==> config.mk <==
export PLATFORM = sky130hd
export DESIGN_NAME = serial_sub
export DESIGN_NICKNAME = d
export VERILOG_FILES = /design/src/rtl/serial_sub_pkg.sv /design/src/rtl/serial_sub_sub1.sv /design/src/rtl/serial_sub.sv
export SDC_FILE = /design/constraint.sdc
export NUM_CORES = 1
export LEC_CHECK = 0
export ABC_AREA = 1
export CORE_MARGIN = 10
export CORE_UTILIZATION = 25
export DETAILED_ROUTE_END_ITERATION = 10
export GPL_ROUTABILITY_DRIVEN = 1
export PLACE_DENSITY = 0.54
export SYNTH_ARGS = -nofsm -noshare
export SYNTH_HDL_FRONTEND = slang
export SYNTH_SLANG_ARGS = --single-unit
export TNS_END_PERCENT = 5
==> constraint.sdc <==
create_clock -name clk -period 3.3 [get_ports clk]
set_input_delay 0.99 -clock clk [delete_from_list [all_inputs] [get_ports clk]]
set_output_delay 0.99 -clock clk [all_outputs]
set_load 0.05 [all_outputs]
==> src/rtl/serial_sub_pkg.sv <==
// Shared definitions for the bit-serial subtractor: FSM state encoding.
package serial_sub_pkg;

  // Operation phases: waiting for operands, shifting bits, presenting result.
  typedef enum logic [1:0] {
    ST_IDLE = 2'd0,
    ST_RUN  = 2'd1,
    ST_DONE = 2'd2
  } state_t;

endpackage

==> src/rtl/serial_sub_sub1.sv <==
// One-bit full subtractor: d = a - b - bin, with borrow out.
module sub1 (
  input  logic a,
  input  logic b,
  input  logic bin,
  output logic d,
  output logic bout
);

  // A borrow is needed when b (plus any incoming borrow) exceeds a.
  always_comb begin
    d    = a ^ b ^ bin;
    bout = (~a & b) | (~(a ^ b) & bin);
  end

endmodule

==> src/rtl/serial_sub.sv <==
// Bit-serial subtractor: diff = a - b - borrow_in, one bit per cycle, LSB first.
// A single sub1 cell is reused every cycle; the borrow circulates through a flop.
module serial_sub
  import serial_sub_pkg::*;
#(
  parameter int WIDTH = 4
) (
  input  logic             clk,
  input  logic             rst,
  input  logic             in_valid,
  output logic             in_ready,
  input  logic [WIDTH-1:0] a,
  input  logic [WIDTH-1:0] b,
  input  logic             borrow_in,
  output logic             out_valid,
  input  logic             out_ready,
  output logic [WIDTH-1:0] diff,
  output logic             borrow_out,
  output logic             zero,
  output logic             overflow,
  output logic             busy
);

  localparam int CNT_W = (WIDTH > 1) ? $clog2(WIDTH) : 1;
  // Step on which the MSB is processed, and the one just before it.
  localparam logic [CNT_W-1:0] CNT_LAST   = CNT_W'(WIDTH - 1);
  localparam logic [CNT_W-1:0] CNT_MSB_IN = CNT_W'(WIDTH - 2);

  state_t           state_reg;
  logic [WIDTH-1:0] a_sh_reg;
  logic [WIDTH-1:0] b_sh_reg;
  logic [WIDTH-1:0] d_sh_reg;
  logic [CNT_W-1:0] cnt_reg;
  logic             brw_reg;
  logic             msb_bin_reg;
  logic [WIDTH-1:0] diff_reg;
  logic             borrow_out_reg;
  logic             zero_reg;
  logic             overflow_reg;

  logic             bit_d;
  logic             bit_bout;
  logic [WIDTH-1:0] d_next;

  // Per-bit datapath: current LSBs of both operands plus the circulating borrow.
  sub1 u_sub1 (
    .a    (a_sh_reg[0]),
    .b    (b_sh_reg[0]),
    .bin  (brw_reg),
    .d    (bit_d),
    .bout (bit_bout)
  );

  // Result shift register after this cycle's bit enters at the MSB end.
  always_comb begin
    d_next = {bit_d, d_sh_reg[WIDTH-1:1]};
  end

  // Sequencer: load operands, shift WIDTH bits through sub1, hold result until taken.
  always_ff @(posedge clk) begin
    if (rst) begin
      state_reg      <= ST_IDLE;
      a_sh_reg       <= '0;
      b_sh_reg       <= '0;
      d_sh_reg       <= '0;
      cnt_reg        <= '0;
      brw_reg        <= 1'b0;
      msb_bin_reg    <= 1'b0;
      diff_reg       <= '0;
      borrow_out_reg <= 1'b0;
      zero_reg       <= 1'b0;
      overflow_reg   <= 1'b0;
    end else begin
      case (state_reg)
        ST_IDLE: begin
          if (in_valid) begin
            a_sh_reg  <= a;
            b_sh_reg  <= b;
            brw_reg   <= borrow_in;
            cnt_reg   <= '0;
            state_reg <= ST_RUN;
          end
        end
        ST_RUN: begin
          d_sh_reg <= d_next;
          brw_reg  <= bit_bout;
          a_sh_reg <= {1'b0, a_sh_reg[WIDTH-1:1]};
          b_sh_reg <= {1'b0, b_sh_reg[WIDTH-1:1]};
          cnt_reg  <= cnt_reg + 1'b1;
          // Borrow leaving bit WIDTH-2 is the borrow into the MSB.
          if (cnt_reg == CNT_MSB_IN) begin
            msb_bin_reg <= bit_bout;
          end
          if (cnt_reg == CNT_LAST) begin
            diff_reg       <= d_next;
            borrow_out_reg <= bit_bout;
            overflow_reg   <= msb_bin_reg ^ bit_bout;
            zero_reg       <= (d_next == '0);
            state_reg      <= ST_DONE;
          end
        end
        ST_DONE: begin
          if (out_ready) begin
            state_reg <= ST_IDLE;
          end
        end
        default: state_reg <= ST_IDLE;
      endcase
    end
  end

  // Handshake and status flags decode directly from the state register.
  always_comb begin
    in_ready  = (state_reg == ST_IDLE);
    out_valid = (state_reg == ST_DONE);
    busy      = (state_reg == ST_RUN) || (state_reg == ST_DONE);
  end

  assign diff       = diff_reg;
  assign borrow_out = borrow_out_reg;
  assign zero       = zero_reg;
  assign overflow   = overflow_reg;

endmodule

==> run_results.csv, run 1 <==
group,metric,value,unit
status,status,"finished, final reports clean",
yosys,synth_ff_type,"dfxtp_1",
yosys,syn_nets,169,
cts,clkLatencyLatePin,0.27,ns
cts,htreeDepth,1,
timing,finalHoldViolCount,0,
timing,maxSlewHeadroom,52.0,%
timing,finalSetupViolations,0,
critical_path,cp_cell_sequence,"inv_1, ha_1, clkdlybuf4s50_1",
critical_path,endpoint_kind,"primary output",
cts,cts_hold_buf,0,
yosys,synth_edf_count,0,
route,wl_per_cell,11.3,um
yosys,yosysTopAreaCellShare,42.0,%
global_route,grt_remaining_overflow,0,
critical_path,cp.required,2.31,ns
yosys,syn_inst,150,
timing,rsz0062_at_grt,"false",
yosys,synth_area,1140,um2
cts,clockBufferDepth,2,
hold_path,holdCritPathClass,"reg -> reg",
timing,fin_skew,0.00671,ns
global_route,grt_antenna_before_repair,0,
global_route,grt_first_pass_wirelength,4490,um
global_route,grtUsageMet1,8.40,%
cts,post_cts_buffers,0,
global_route,track_usage,7.15,%
floorplanning,ios,23,
final_layout,layout-drive-gt1-share,10.0,%
cts,clock_sinks,24,
timing,fin_crit_sh,84.6,%
power,peakVddDrop,216,uV
place,portBuffers,22,
global_route,grt_most_used_layer,"met2",
floorplanning,coreArea,4380,um2
route,drt_first_pass_iters,4,
route,drt-total-wl,2500,um
place,place_hpwl,1860,um
floorplanning,die_area,7690,um2
route,first_iter_violations,43,
global_route,grt_max_degree,17,
cts,root_buffer,"clkbuf_8",
critical_path,start_kind,"register",
route,num_vias,951,
critical_path,worst_ep_arrival_time,1.80,ns
global_route,grt_pass1_vias,996,
yosys,async_flop_share,0,%
yosys,synthDistinctLibCells,22,
route,routed_via_density,4.28,
yosys,yosysWarnings,0,
floorplanning,die_w,87.7,um
yosys,ys_ff_latch,24,
critical_path,slowest_stage,"clkdlybuf4s50_1",
critical_path,path_class,"reg -> out",
power,p_leak,0.615,nW
final_layout,syn_to_final_growth,26.2,%
final_layout,nets,190,
cts,cts-buffers-inserted,3,
critical_path,critPathBufInv,2,
yosys,ys_seq_area_share,42.0,%
cts,cts_resized,0,
cts,clk_pin_slew,0.09,ns
cts,cts_tree,"yes",
timing,max_freq,0.358,GHz
power,power.density,536,nW/um2
timing,fin_tns_setup,0,ns
floorplanning,start_util,26.1,%
yosys,synth_area_leader_cell,"dfxtp_1",
final_layout,antenna_cells,0,
place,place.gp.congestion,0.674,
yosys,syn_avg_cell_area,7.63,um2
floorplanning,row_count,24,
critical_path,slowest_delay,0.85,ns
final_layout,stdcell_area,1450,um2
place,place_area,1370,um2
timing,finalMaxSlewViolations,0,
critical_path,crit_fanout,5,
route,drc_errors,0,
route,ant_nets,0,
timing,worst_pin_slew,0.716,ns
global_route,met2_usage,11.2,%
critical_path,crit_family,"buffers and inverters",
floorplanning,die_h,87.7,um
job,drv_cap,0,
global_route,grtUsageMet3,2.69,%
yosys,yosys-top-cells-area,"dfxtp_1 (42%), nand2_1 (10%), nor2_1 (9.8%)",
timing,finalCriticalPeriod,2.79,ns
worst reg2reg max path, cell delays in order (launching register included):
cell,delay (ns)
dfxtp_1,0.37
inv_1,0.08
ha_1,0.38
o21ai_1,0.66
inv_1,0.31
nor2_1,0.17
nor2_1,0.07
cells in the final DEF (no fill, tap or decap), drive strengths merged:
master,n
a21oi,9
clkdlybuf4s50,22
nor2,30
nor3,1
fa,1
a211oi,2
dfxtp,24
xor2,1
nand2,35
a31o,1
o21ai,14
inv,16
bufinv,1
clkbuf,3
ha,5
nand3,3
o211ai,2
power breakdown:
part | internal (W) | switching (W)
registers | 0.000319 | 0.0000156
clock network | 0.000162 | 0.0000940
logic | 0.0000674 | 0.000116
layer usage:
layer,vias to the layer above,routed length [um]
li1,510,-
met1,418,1220
met2,19,1080
met3,4,161
met4,0,43
met5,-,0
logic make-up (layout without fill, tap and decap cells):
kind of cell | count (synthesis) | after routing | synth area share (%)
xor+xnor | 1 | 1 | 0.765
buf+inv | 22 | 42 | 10.2
simple gates | 69 | 69 | 24.6
compound gates | 28 | 28 | 15.3
flops | 24 | 24 | 42.0
fa+ha+maj | 6 | 6 | 7.21
final timing paths:
| kind | start | endpoint | slack (ns) | cells past startpoint |
|---|---|---|---|---|
| worst min-delay path | zero | zero | 0.47 | 2 |
| worst min register to register | zero | zero | 0.47 | 2 |
| worst max register to register | state_reg[1] | a_sh_reg[0] | 1.16 | 6 |
| worst max-delay path | state_reg[0] | in_ready | 0.51 | 3 |
per-stage QoR:
stage / hold slack, ns / cells / util, % / power [W] / setup WS, ns
after floorplan: 0.441 / 150 / - / 0.000488 / 1.39
after global placement: 0.457 / 218 / 31.3 / 0.000527 / 0.752
after detailed placement: 0.458 / 218 / 31.3 / 0.000527 / 0.679
after CTS: 0.474 / 222 / 33.0 / 0.000787 / 0.498
after global routing: 0.492 / 222 / 33.0 / 0.000828 / 0.431
final: 0.470 / 222 / 33.0 / 0.000775 / 0.508
final cells by class:
| cell class | count | area (um2) |
|---|---|---|
| Fill cell | 461 | 2940 |
| Multi-Input combinational cell | 104 | 548 |
| Sequential cell | 24 | 480 |
| Timing Repair Buffer | 22 | 220 |
| Tap cell | 52 | 65.1 |
| Inverter | 16 | 60.1 |
| Clock buffer | 3 | 41.3 |
| Clock inverter | 1 | 30.0 |
Yosys cell counts (3+ instances only):
| cell | n |
|---|---|
| o21ai_0 | 8 |
| o21ai_1 | 5 |
| ha_1 | 5 |
| nor2_1 | 30 |
| dfxtp_1 | 24 |
| buf_4 | 3 |
| nand2_2 | 3 |
| inv_1 | 14 |
| buf_6 | 3 |
| a21oi_1 | 7 |
| nand2_1 | 32 |
Note: power is estimated with default switching activity, not from simulation.
==> run 2: changes to the inputs <==
==> constraint.sdc (replaced) <==
create_clock -name clk -period 2.93 [get_ports clk]
set_input_delay 0.879 -clock clk [delete_from_list [all_inputs] [get_ports clk]]
set_output_delay 0.879 -clock clk [all_outputs]
set_load 0.05 [all_outputs]
==> run 2 against run 1 <==
  * Cell count increased by 0.90%
  * Register-to-register slack better by 0.13 ns
  * Combinational power rose by 15%
  * Die area stayed put
  * Sequential cell count unchanged
  * Clock-buffer cell count grew 1
==> run_results.csv, run 2 (synthesis results as in run 1) <==
group,metric,value,unit
status,status,"finished, final reports clean",
route,drt_first_pass_iters,4,
critical_path,cp_cell_sequence,"inv_1, ha_1, clkdlybuf4s50_1",
timing,fin_crit_sh,90.6,%
cts,cts-buffers-inserted,3,
critical_path,endpoint_kind,"primary output",
floorplanning,die_h,87.7,um
timing,worst_pin_slew,0.567,ns
route,drt-met1-wl,1240,um
global_route,track_usage,7.05,%
cts,post_cts_buffers,0,
critical_path,worst_ep_arrival_time,1.78,ns
final_layout,antenna_cells,0,
route,top_layer_used,"met4",
route,dr_wl_met2,1130,um
route,route.met3.wl,150,um
timing,finalSetupViolations,0,
final_layout,syn_to_final_growth,26.1,%
timing,fin_skew,0.00254,ns
critical_path,slowest_stage,"clkdlybuf4s50_1",
place,portBuffers,22,
route,wl_per_cell,11.3,um
route,routed_via_density,4.23,
final_layout,stdcell_area,1440,um2
cts,clockBufferDepth,2,
timing,finalMaxSlewViolations,0,
timing,finalCriticalPeriod,2.65,ns
route,drt-total-wl,2540,um
route,ant_nets,0,
cts,cts_hold_buf,0,
critical_path,critPathBufInv,2,
floorplanning,coreArea,4380,um2
global_route,grt_pass1_vias,950,
global_route,grt_first_pass_wirelength,4370,um
place,place_hpwl,1850,um
global_route,grt_remaining_overflow,0,
global_route,grt_antenna_before_repair,0,
route,drc_errors,0,
cts,htreeDepth,1,
cts,root_buffer,"clkbuf_8",
final_layout,nets,192,
final_layout,final_cell_mix,"nand2_1 (32), nor2_1 (30), dfxtp_1 (24)",
cts,clkLatencyLatePin,0.26,ns
critical_path,start_kind,"register",
place,dp.cells,220,
timing,finalHoldViolCount,0,
final_layout,layout_commonest_cell,"nand2_1",
critical_path,path_class,"reg -> out",
timing,fin_tns_setup,0,ns
power,p_leak,0.618,nW
timing,rsz0062_at_grt,"false",
floorplanning,die_w,87.7,um
route,num_vias,947,
floorplanning,start_util,26.1,%
timing,whs,0.477,ns
critical_path,cp.required,2.05,ns
cts,cts_resized,0,
power,power.density,566,nW/um2
cts,clk_pin_slew,0.09,ns
final_layout,utilization,32.9,%
final_layout,layoutNonFillerInstCount,224,
floorplanning,ios,23,
cts,cts_tree,"yes",
job,drv_cap,0,
place,place_area,1390,um2
critical_path,crit_family,"buffers and inverters",
hold_path,holdCritPathClass,"reg -> reg",
critical_path,crit_fanout,5,
place,place.gp.congestion,0.653,
timing,maxSlewHeadroom,62.2,%
route,first_iter_violations,62,
floorplanning,die_area,7690,um2
final_layout,filler_cell_count,479,
timing,max_freq,0.377,GHz
cts,clock_sinks,24,
global_route,grt_max_degree,17,
floorplanning,row_count,24,
power,peakVddDrop,278,uV
final_layout,layout-drive-gt1-share,11.0,%
critical_path,slowest_delay,0.84,ns
run 2: changes by cell type in the layout (fill, tap and decap cells not counted):
cell | previous run | this run
bufinv_16 | 1 | 0
buf_4 | 0 | 2
clkbuf_8 | 3 | 4
run 2: cell type report:
type | instances | area, um2 | share of cell area (%)
Timing Repair Buffer | 24 | 235 | 16.3
Sequential cell | 24 | 480 | 33.3
Clock buffer | 4 | 55.1 | 3.81
Multi-Input combinational cell | 104 | 548 | 38.0
Inverter | 16 | 60.1 | 4.16
Tap cell | 52 | 65.1 | 4.51
run 2: path summary, 6_finish.rpt:
path	depth (start not counted)	slack, ns	endpoint	start
max	3	0.28	in_ready	state_reg[0]
min	2	0.48	zero	zero
max reg2reg	6	1.29	diff[1]	state_reg[1]
min reg2reg	2	0.48	zero	zero
run 2: metal layers:
layer	GRT usage, %	up-vias
met3	2.69	2
met5	0	-
met4	2.61	0
met2	10.7	13
li1	-	514
met1	8.82	418
run 2: worst reg2reg max path: cells and delay by family, from the launching register on:
kind	cells	cell delay, ns
buffers and inverters	2	0.31
AO/OA/AOI/OAI	2	0.25
flip-flops	1	0.33
adder cells (fa/ha/maj)	1	0.52
AND/OR/NAND/NOR	1	0.18
run 2: power breakdown:
part | switching [W] | total [W] | internal [W] | leakage, nW
combinational | 0.000131 | 0.000211 | 0.0000800 | 0.393
sequential | 0.0000169 | 0.000376 | 0.000359 | 0.196
clock | 0.000109 | 0.000229 | 0.000120 | 0.0288
total | 0.000258 | 0.000817 | 0.000559 | 0.618
run 2: through the flow:
| stage | worst slack, ns | power, W |
|---|---|---|
| 5_1_grt | 0.202 | 0.000880 |
| 4_1_cts | 0.265 | 0.000826 |
| 3_3_place_gp | 0.576 | 0.000598 |
| 6_report | 0.276 | 0.000817 |
| 2_1_floorplan | 1.13 | 0.000550 |
| 3_5_place_dp | 0.570 | 0.000597 |
==> patch: new RTL, flow settings as in run 2 <==
Set the parameter `WIDTH` to 2 (it was 4).
--- a/src/rtl/serial_sub.sv
+++ b/src/rtl/serial_sub.sv
@@ -4,5 +4,5 @@
   import serial_sub_pkg::*;
 #(
-  parameter int WIDTH = 4
+  parameter int WIDTH = 2
 ) (
   input  logic             clk,
Interface: changed (resized a, b and diff); port bits go from 23 to 17. No check against the original RTL was run, so the function may have changed too.
==> patch against run 2 <==
  * Clock skew increased by 0.0043 ns
  * Setup slack got worse by 0.12 ns
  * Synthesized area decreased by 37%
  * Total power decreased by 25%
  * Synthesized cell count decreased by 37%
  * Sequential share of layout area decreased by 1.4 points
  * Routed wire length decreased by 40%
  * Cell count decreased by 36%
  * Critical path depth unchanged
  * First-iteration DRC count decreased by 73%
  * Critical path type unchanged
  * Critical endpoint unchanged
  * Largest cell class unchanged
  * Design area decreased by 35%
  * Sequential cell count decreased by 9
==> patch: results (changes against run 2) <==
stage;metric;value;unit;change
worst_hold_path;worstHoldStart;diff[0]$_SDFFE_PP0P_;;
drt;dr_total_vias;619;;-35%
timing;whs;0.464;ns;-0.0129 ns
global_route;use_met3;4.04;%;+1.3 points
power_and_ir_drop;powerSeq;0.250;mW;-34%
synth;synth-seq-area-share;41.4;%;-0.59 points
drt;drt_iter0_drc;17;;-73%
global_route;use_met1;6.74;%;-2.1 points
global_route;grt_pass1_vias;670;;-29%
timing;worst_pin_slew;0.501;ns;-0.0660 ns
synth;synth-compound-area-share;13.4;%;-1.9 points
timing;clock_skew;0.00683;ns;+0.00429 ns
critical_path;arrival;1.90;ns;+0.12 ns
place;pre_cts_slack;0.476;ns;-0.0935 ns
synth;ys_types;21;;-4.5%
global_route;grt_max_degree;11;;-6
critical_path;crit_fanout;6;;+1
drt;wl_per_cell;10.6;um;-6.9%
drt;wl_met3;167;um;+11%
run_status;status;complete, no violations;;
drt;drt-met1-wl;722;um;-42%
place;io_buffers;16;;-27%
global_route;grt_use_met2;9.75;%;-0.96 points
drt;routed-wl-met2;616;um;-46%
critical_path;max_stage_delay;0.87;ns;+0.03 ns
clock_network;clock_latency;0.28;ns;+0.02 ns
synth;synthXorXnorAreaFrac;1.21;%;+0.44 points
layout;drive_gt1_share;15.0;%;+4.0 points
==> patch: changes by cell type after synthesis, sizes merged, moves of 2 or more <==
cell	change
o211ai	-2
buf	-4
dfxtp	-9
nor2	-18
o21ai	-10
nand2	-5
nand4	+2
inv	-5
ha	-2
==> patch: logic make-up after synthesis <==
| logic type | after synthesis |
|---|---|
| and+or+nand+nor | 47 |
| DFF | 15 |
| AOI/OAI and AO/OA | 14 |
| buffers and inverters | 13 |
| adders and majority gates | 4 |
| xor gates and xnor gates | 1 |
==> patch: metrics by stage <==
stage	utilization (%)	power, mW	instances
floorplan	-	0.443	94
global placement	33.2	0.498	140
detailed placement	33.2	0.499	140
CTS	34.2	0.620	144
global route	34.2	0.661	144
finish	34.2	0.611	144
==> patch: layout make-up <==
class | instances | area share [%]
multi-input cells | 66 | 39.0
repair buffers | 17 | 17.8
well taps | 31 | 4.12
flip-flops and latches | 15 | 31.9
clock buffers | 4 | 2.79
inverters | 11 | 4.38
